`config.mk`:
```
export PLATFORM = sky130hd
export DESIGN_NAME = ext_int_ctrl
export DESIGN_NICKNAME = d
export VERILOG_FILES = /design/src/rtl/ext_int_pkg.sv /design/src/rtl/ext_int_sync_filter.sv /design/src/rtl/ext_int_ctrl.sv
export SDC_FILE = /design/constraint.sdc
export NUM_CORES = 1
export LEC_CHECK = 0
export BUFFER_PORTS_ARGS = -buffer_cell sky130_fd_sc_hd__buf_4
export CAP_MARGIN = 15
export CORE_AREA = 2 2 39 41
export CTS_CLUSTER_DIAMETER = 60
export CTS_CLUSTER_SIZE = 12
export DETAILED_ROUTE_END_ITERATION = 6
export DIE_AREA = 0 0 41 43
export GPL_TIMING_DRIVEN = 1
export PLACE_DENSITY = 0.57
export SKIP_CTS_REPAIR_TIMING = 1
export SYNTH_ARGS = -nofsm -noshare
export SYNTH_HDL_FRONTEND = slang
export SYNTH_SLANG_ARGS = --single-unit
```
`constraint.sdc`:
```
create_clock -name clk -period 1.9 [get_ports clk]
set_clock_uncertainty 0.2 [all_clocks]
set_input_delay 0.19 -clock clk [delete_from_list [all_inputs] [get_ports clk]]
set_output_delay 0.19 -clock clk [all_outputs]
set_load 0.01 [all_outputs]
```
`src/rtl/ext_int_pkg.sv`:
```
// ext_int_pkg: sense-mode encodings and sizing helper shared by the
// external-interrupt controller and its per-channel front end.
package ext_int_pkg;

  // AVR-style interrupt sense control, two bits per channel.
  typedef enum logic [1:0] {
    ISC_LOW  = 2'b00,
    ISC_ANY  = 2'b01,
    ISC_FALL = 2'b10,
    ISC_RISE = 2'b11
  } isc_e;

  // Width of the channel-id output; a single channel still gets one bit.
  function automatic int unsigned id_width(input int unsigned nch);
    int unsigned w;
    w = 1;
    if (nch > 1) w = $clog2(nch);
    return w;
  endfunction

endpackage

```
`src/rtl/ext_int_sync_filter.sv`:
```
// ext_int_sync_filter: one channel front end. Two-flop synchroniser,
// optional glitch filter (EXT_INT_FILTER_EN) and the history register h
// used by the edge decoder in the top level.
module ext_int_sync_filter
  import ext_int_pkg::*;
#(
  parameter logic        IDLE_LEVEL = 1'b1,
  parameter int unsigned FILTER_LEN = 4
) (
  input  logic clk,
  input  logic reset,
  input  logic i_pin,
  output logic o_f,
  output logic o_h
);

  logic [1:0] r_sync;
  logic       r_h;
  logic       w_s;
  logic       w_f;

  // Bring the asynchronous pin into the clock domain.
  always_ff @(posedge clk or posedge reset) begin
    if (reset) r_sync <= {2{IDLE_LEVEL}};
    else       r_sync <= {r_sync[0], i_pin};
  end

  assign w_s = r_sync[1];

`ifdef EXT_INT_FILTER_EN
  localparam int unsigned      CNT_W   = $clog2(FILTER_LEN + 1);
  localparam logic [CNT_W-1:0] CNT_MAX = CNT_W'(FILTER_LEN - 1);

  logic [CNT_W-1:0] r_cnt;
  logic             r_f;

  // Accept a new level only after it has disagreed with f for FILTER_LEN edges.
  always_ff @(posedge clk or posedge reset) begin
    if (reset) begin
      r_cnt <= '0;
      r_f   <= IDLE_LEVEL;
    end else if (w_s == r_f) begin
      r_cnt <= '0;
    end else if (r_cnt == CNT_MAX) begin
      r_f   <= w_s;
      r_cnt <= '0;
    end else begin
      r_cnt <= r_cnt + CNT_W'(1);
    end
  end

  assign w_f = r_f;
`else
  assign w_f = w_s;

  // FILTER_LEN has no hardware in the unfiltered build.
  if (FILTER_LEN < 2) begin : g_filter_len_unused
  end
`endif

  // History tracks f every cycle, enabled or not, so no stale edge survives.
  always_ff @(posedge clk or posedge reset) begin
    if (reset) r_h <= IDLE_LEVEL;
    else       r_h <= w_f;
  end

  assign o_f = w_f;
  assign o_h = r_h;

endmodule

```
`src/rtl/ext_int_ctrl.sv`:
```
// ext_int_ctrl: N-channel external interrupt controller. Per-channel sense
// decode, sticky flags with set-over-clear priority, and a lowest-index
// priority encoder feeding the core. Glitch filter via EXT_INT_FILTER_EN.
module ext_int_ctrl
  import ext_int_pkg::*;
#(
  parameter  int unsigned NCH        = 2,
  parameter  logic        IDLE_LEVEL = 1'b1,
  parameter  int unsigned FILTER_LEN = 4,
  localparam int unsigned ID_W       = id_width(NCH)
) (
  input  logic             clk,
  input  logic             reset,
  input  logic [NCH-1:0]   pin_i,
  input  logic [NCH-1:0]   en_i,
  input  logic [2*NCH-1:0] mode_i,
  input  logic [NCH-1:0]   clr_i,
  input  logic             irq_ack_i,
  output logic [NCH-1:0]   flag_o,
  output logic             irq_o,
  output logic [ID_W-1:0]  irq_id_o
);

  logic [NCH-1:0]  w_f;
  logic [NCH-1:0]  w_h;
  logic [NCH-1:0]  w_event;
  logic [NCH-1:0]  w_set;
  logic [NCH-1:0]  w_clr;
  logic [NCH-1:0]  w_pend;
  logic [ID_W-1:0] w_id;
  logic            w_irq;
  logic [NCH-1:0]  r_flag;

  for (genvar k = 0; k < int'(NCH); k++) begin : g_ch
    ext_int_sync_filter #(
      .IDLE_LEVEL (IDLE_LEVEL),
      .FILTER_LEN (FILTER_LEN)
    ) u_sync_filter (
      .clk   (clk),
      .reset (reset),
      .i_pin (pin_i[k]),
      .o_f   (w_f[k]),
      .o_h   (w_h[k])
    );
  end

  // Decode each channel's event from its current sense mode.
  always_comb begin
    w_event = '0;
    for (int k = 0; k < int'(NCH); k++) begin
      case (isc_e'(mode_i[2*k +: 2]))
        ISC_LOW:  w_event[k] = ~w_f[k];
        ISC_ANY:  w_event[k] = w_f[k] ^ w_h[k];
        ISC_FALL: w_event[k] = w_h[k] & ~w_f[k];
        ISC_RISE: w_event[k] = ~w_h[k] & w_f[k];
        default:  w_event[k] = 1'b0;
      endcase
    end
  end

  assign w_set  = en_i & w_event;
  assign w_pend = r_flag & en_i;
  assign w_irq  = |w_pend;

  // Lowest-numbered pending enabled channel wins; zero when nothing pends.
  always_comb begin
    w_id = '0;
    for (int k = int'(NCH) - 1; k >= 0; k--) begin
      if (w_pend[k]) w_id = ID_W'(k);
    end
  end

  // Software clear plus acknowledge of the channel currently presented.
  always_comb begin
    w_clr = clr_i;
    for (int k = 0; k < int'(NCH); k++) begin
      if (irq_ack_i && w_irq && (w_id == ID_W'(k))) w_clr[k] = 1'b1;
    end
  end

  // Sticky flags: a set in the same cycle overrides any clear.
  always_ff @(posedge clk or posedge reset) begin
    if (reset) r_flag <= '0;
    else       r_flag <= w_set | (r_flag & ~w_clr);
  end

  assign flag_o   = r_flag;
  assign irq_o    = w_irq;
  assign irq_id_o = w_id;

endmodule

```
==> impl_metrics.ini <==
[critical_path]
worstPathArrival_ns = 1.42
r2r_cells = 5
path_class = reg -> reg
worst-path-max-fanout = 3
startpoint_type = flop
cp-end-kind = flop
ff2ff_setup_slack_ns = 0.40
required_ns = 1.83
rr_endpoint = flag_o[0]
regToRegStartpoint = g_ch[0].u_sync_filter.r_sync[1]

[floorplanning]
row_count = 14
core_um2 = 1380
die_w_um = 41
ioPinCount = 17
start_util_pct = 28.6
design.die.area_um2 = 1760
fp.dieH_um = 43

[sta]
setup_viol = 0
fin_crit_sh_pct = 78.9
maxSlewHeadroom_pct = 80.8
setup_ws_ns = 0.402
finalMaxSlewViolations = 0
clock.fmax_ghz = 0.667
tightest_slew_ns = 0.287
period_needed_ns = 1.50
rsz0062_at_grt = false
tns_ns = 0
hold_viol = 0

[routing]
wl_per_cell_um = 9.12
viasPerCell = 4.17
ant_nets = 0
vias = 321
first_iter_violations = 2
route.detailed.drc = 0
postRouteWirelength_um = 702
first_pass_iters = 2

[clock_network]
clockBufferDepth = 2
clkSlewWorstSetupHoldPaths_ns = 0.06
worstSkewPairLatency_ns = 0.25
root_buffer = clkbuf_4
tritoncts = yes
clock_sinks = 8
numCtsBuffers = 3
htreeDepth = 1

[yosys]
synth_cell_type_count = 12
ys_ff_latch = 8
synth_area_um2 = 395
ys_seq_area_share_pct = 52.5
syn-num-nets = 54
postSynthAreaPerCell_um2 = 10.7
ys_warn_count = 0
postSynthCellCount = 37

[final_layout]
multi_input_area_um2 = 158
drive_gt1_share_pct = 45.9
ff_latch_area_um2 = 208
layout.nets = 79
num_antenna_cells = 0
final_util_pct = 43.5
n_fill_cell = 142
syn_to_final_growth_pct = 52.2

[placed_design]
pre_cts_ws_ns = 0.386
place_hpwl_um = 548
port_buffers = 16
gp_congestion = 0.660

[power]
p_leak_nw = 0.313
p_per_area_nw_per_um2 = 681
vdd_drop_max_mv = 0.426

[flow_run]
max_cap_viol_count = 0

[global_routing]
grt_pass1_wl_um = 1170
antenna_found_initial = 0
grt_max_degree = 9
grt_overflow = 0
first_global_vias = 310
grt_usage_pct = 9.84

[run_status]
outcome = finished clean

[min_path]
hold_path_class = in -> reg
min_to = flag_o[1]
holdPathStages = 3
hp-start = mode_i[3]
layer usage:
| layer | global-route usage [%] | share of wire (%) |
|---|---|---|
| met1 | 12.3 | 50 |
| met2 | 14.1 | 42 |
| met3 | 4.71 | 8.4 |
| met4 | 4.00 | 0 |
| met5 | 0 | 0 |
through the flow:
| step | hold slack (ns) | cell area [µm²] | total power [mW] | instances |
|---|---|---|---|---|
| after floorplan | -0.199 | 395 | 0.227 | 37 |
| after global placement | -0.0539 | 536 | 0.270 | 69 |
| after detailed placement | -0.0478 | 536 | 0.270 | 69 |
| after CTS | -0.326 | 562 | 0.413 | 73 |
| after global routing | 0.00582 | 602 | 0.443 | 77 |
| final | 0.000810 | 602 | 0.410 | 77 |
logic make-up after synthesis:
logic type                 share of synthesized area (%)
AOI/OAI and AO/OA                                   8.23
adders and majority gates                           12.7
buffers and inverters                               7.60
DFF                                                 52.5
muxes                                               5.70
and+or+nand+nor                                     13.3
power by group:
group | leakage, nW | internal [mW] | switching, mW
registers | 0.0886 | 0.187 | 0.00807
clock network | 0.0150 | 0.0802 | 0.0563
logic | 0.210 | 0.0458 | 0.0321
worst max path at each step:
stage / cells after the start / slack (ns) / to / from
global placement: 5 / 0.40 / flag_o[0] / g_ch[0].u_sync_filter.r_sync[1]
CTS: 5 / 0.38 / flag_o[0] / g_ch[0].u_sync_filter.r_sync[1]
finish: 5 / 0.40 / flag_o[0] / g_ch[0].u_sync_filter.r_sync[1]
detailed placement: 5 / 0.39 / flag_o[0] / g_ch[0].u_sync_filter.r_sync[1]
global route: 5 / 0.31 / flag_o[1] / g_ch[1].u_sync_filter.r_sync[1]
floorplan: 5 / 0.46 / flag_o[0] / g_ch[0].u_sync_filter.r_sync[1]
worst max-delay path: stages, from the launching register on:
cell     delay, ns
dfstp_2       0.54
inv_1         0.06
ha_1          0.16
mux2_2        0.25
nand3_1       0.08
nand3_1       0.08
synth_stat cells (all sizes together):
| library cell | count | share of area (%) |
|---|---|---|
| dfstp | 6 | 40 |
| o2111ai | 2 | 4.4 |
| mux2 | 2 | 5.7 |
| inv | 8 | 7.6 |
| dfrtp | 2 | 13 |
| a311o | 1 | 2.5 |
| nand3b | 1 | 1.9 |
| nand2 | 6 | 6.3 |
| ha | 4 | 13 |
| nand3 | 4 | 5.1 |
| a21oi | 1 | 1.3 |
registers in the layout, indices dropped and copies added (netlist names):
register	cells
g_ch.u_sync_filter.r_sync	4
g_ch.u_sync_filter.o_h	2
flag_o	2
layout make-up:
| cell class | count | share of cell area (%) |
|---|---|---|
| flip-flops and latches | 8 | 34.5 |
| repair buffers | 20 | 26.6 |
| inverters | 8 | 4.99 |
| multi-input cells | 21 | 26.2 |
| well taps | 16 | 3.33 |
| clock buffers | 4 | 4.37 |
placed cells by master (no fill, tap or decap):
| master | count |
|---|---|
| dfrtp_1 | 2 |
| nand2_1 | 5 |
| nand3_1 | 4 |
| ha_1 | 4 |
| dfstp_2 | 6 |
| inv_1 | 8 |
| clkbuf_1 | 1 |
| a21oi_1 | 1 |
| nand2_2 | 1 |
| dlygate4sd3_1 | 4 |
| nand3b_1 | 1 |
| a311o_1 | 1 |
| buf_4 | 16 |
| clkbuf_4 | 3 |
| mux2_2 | 2 |
| o2111ai_1 | 2 |
Power figures use the tool's default switching activity.
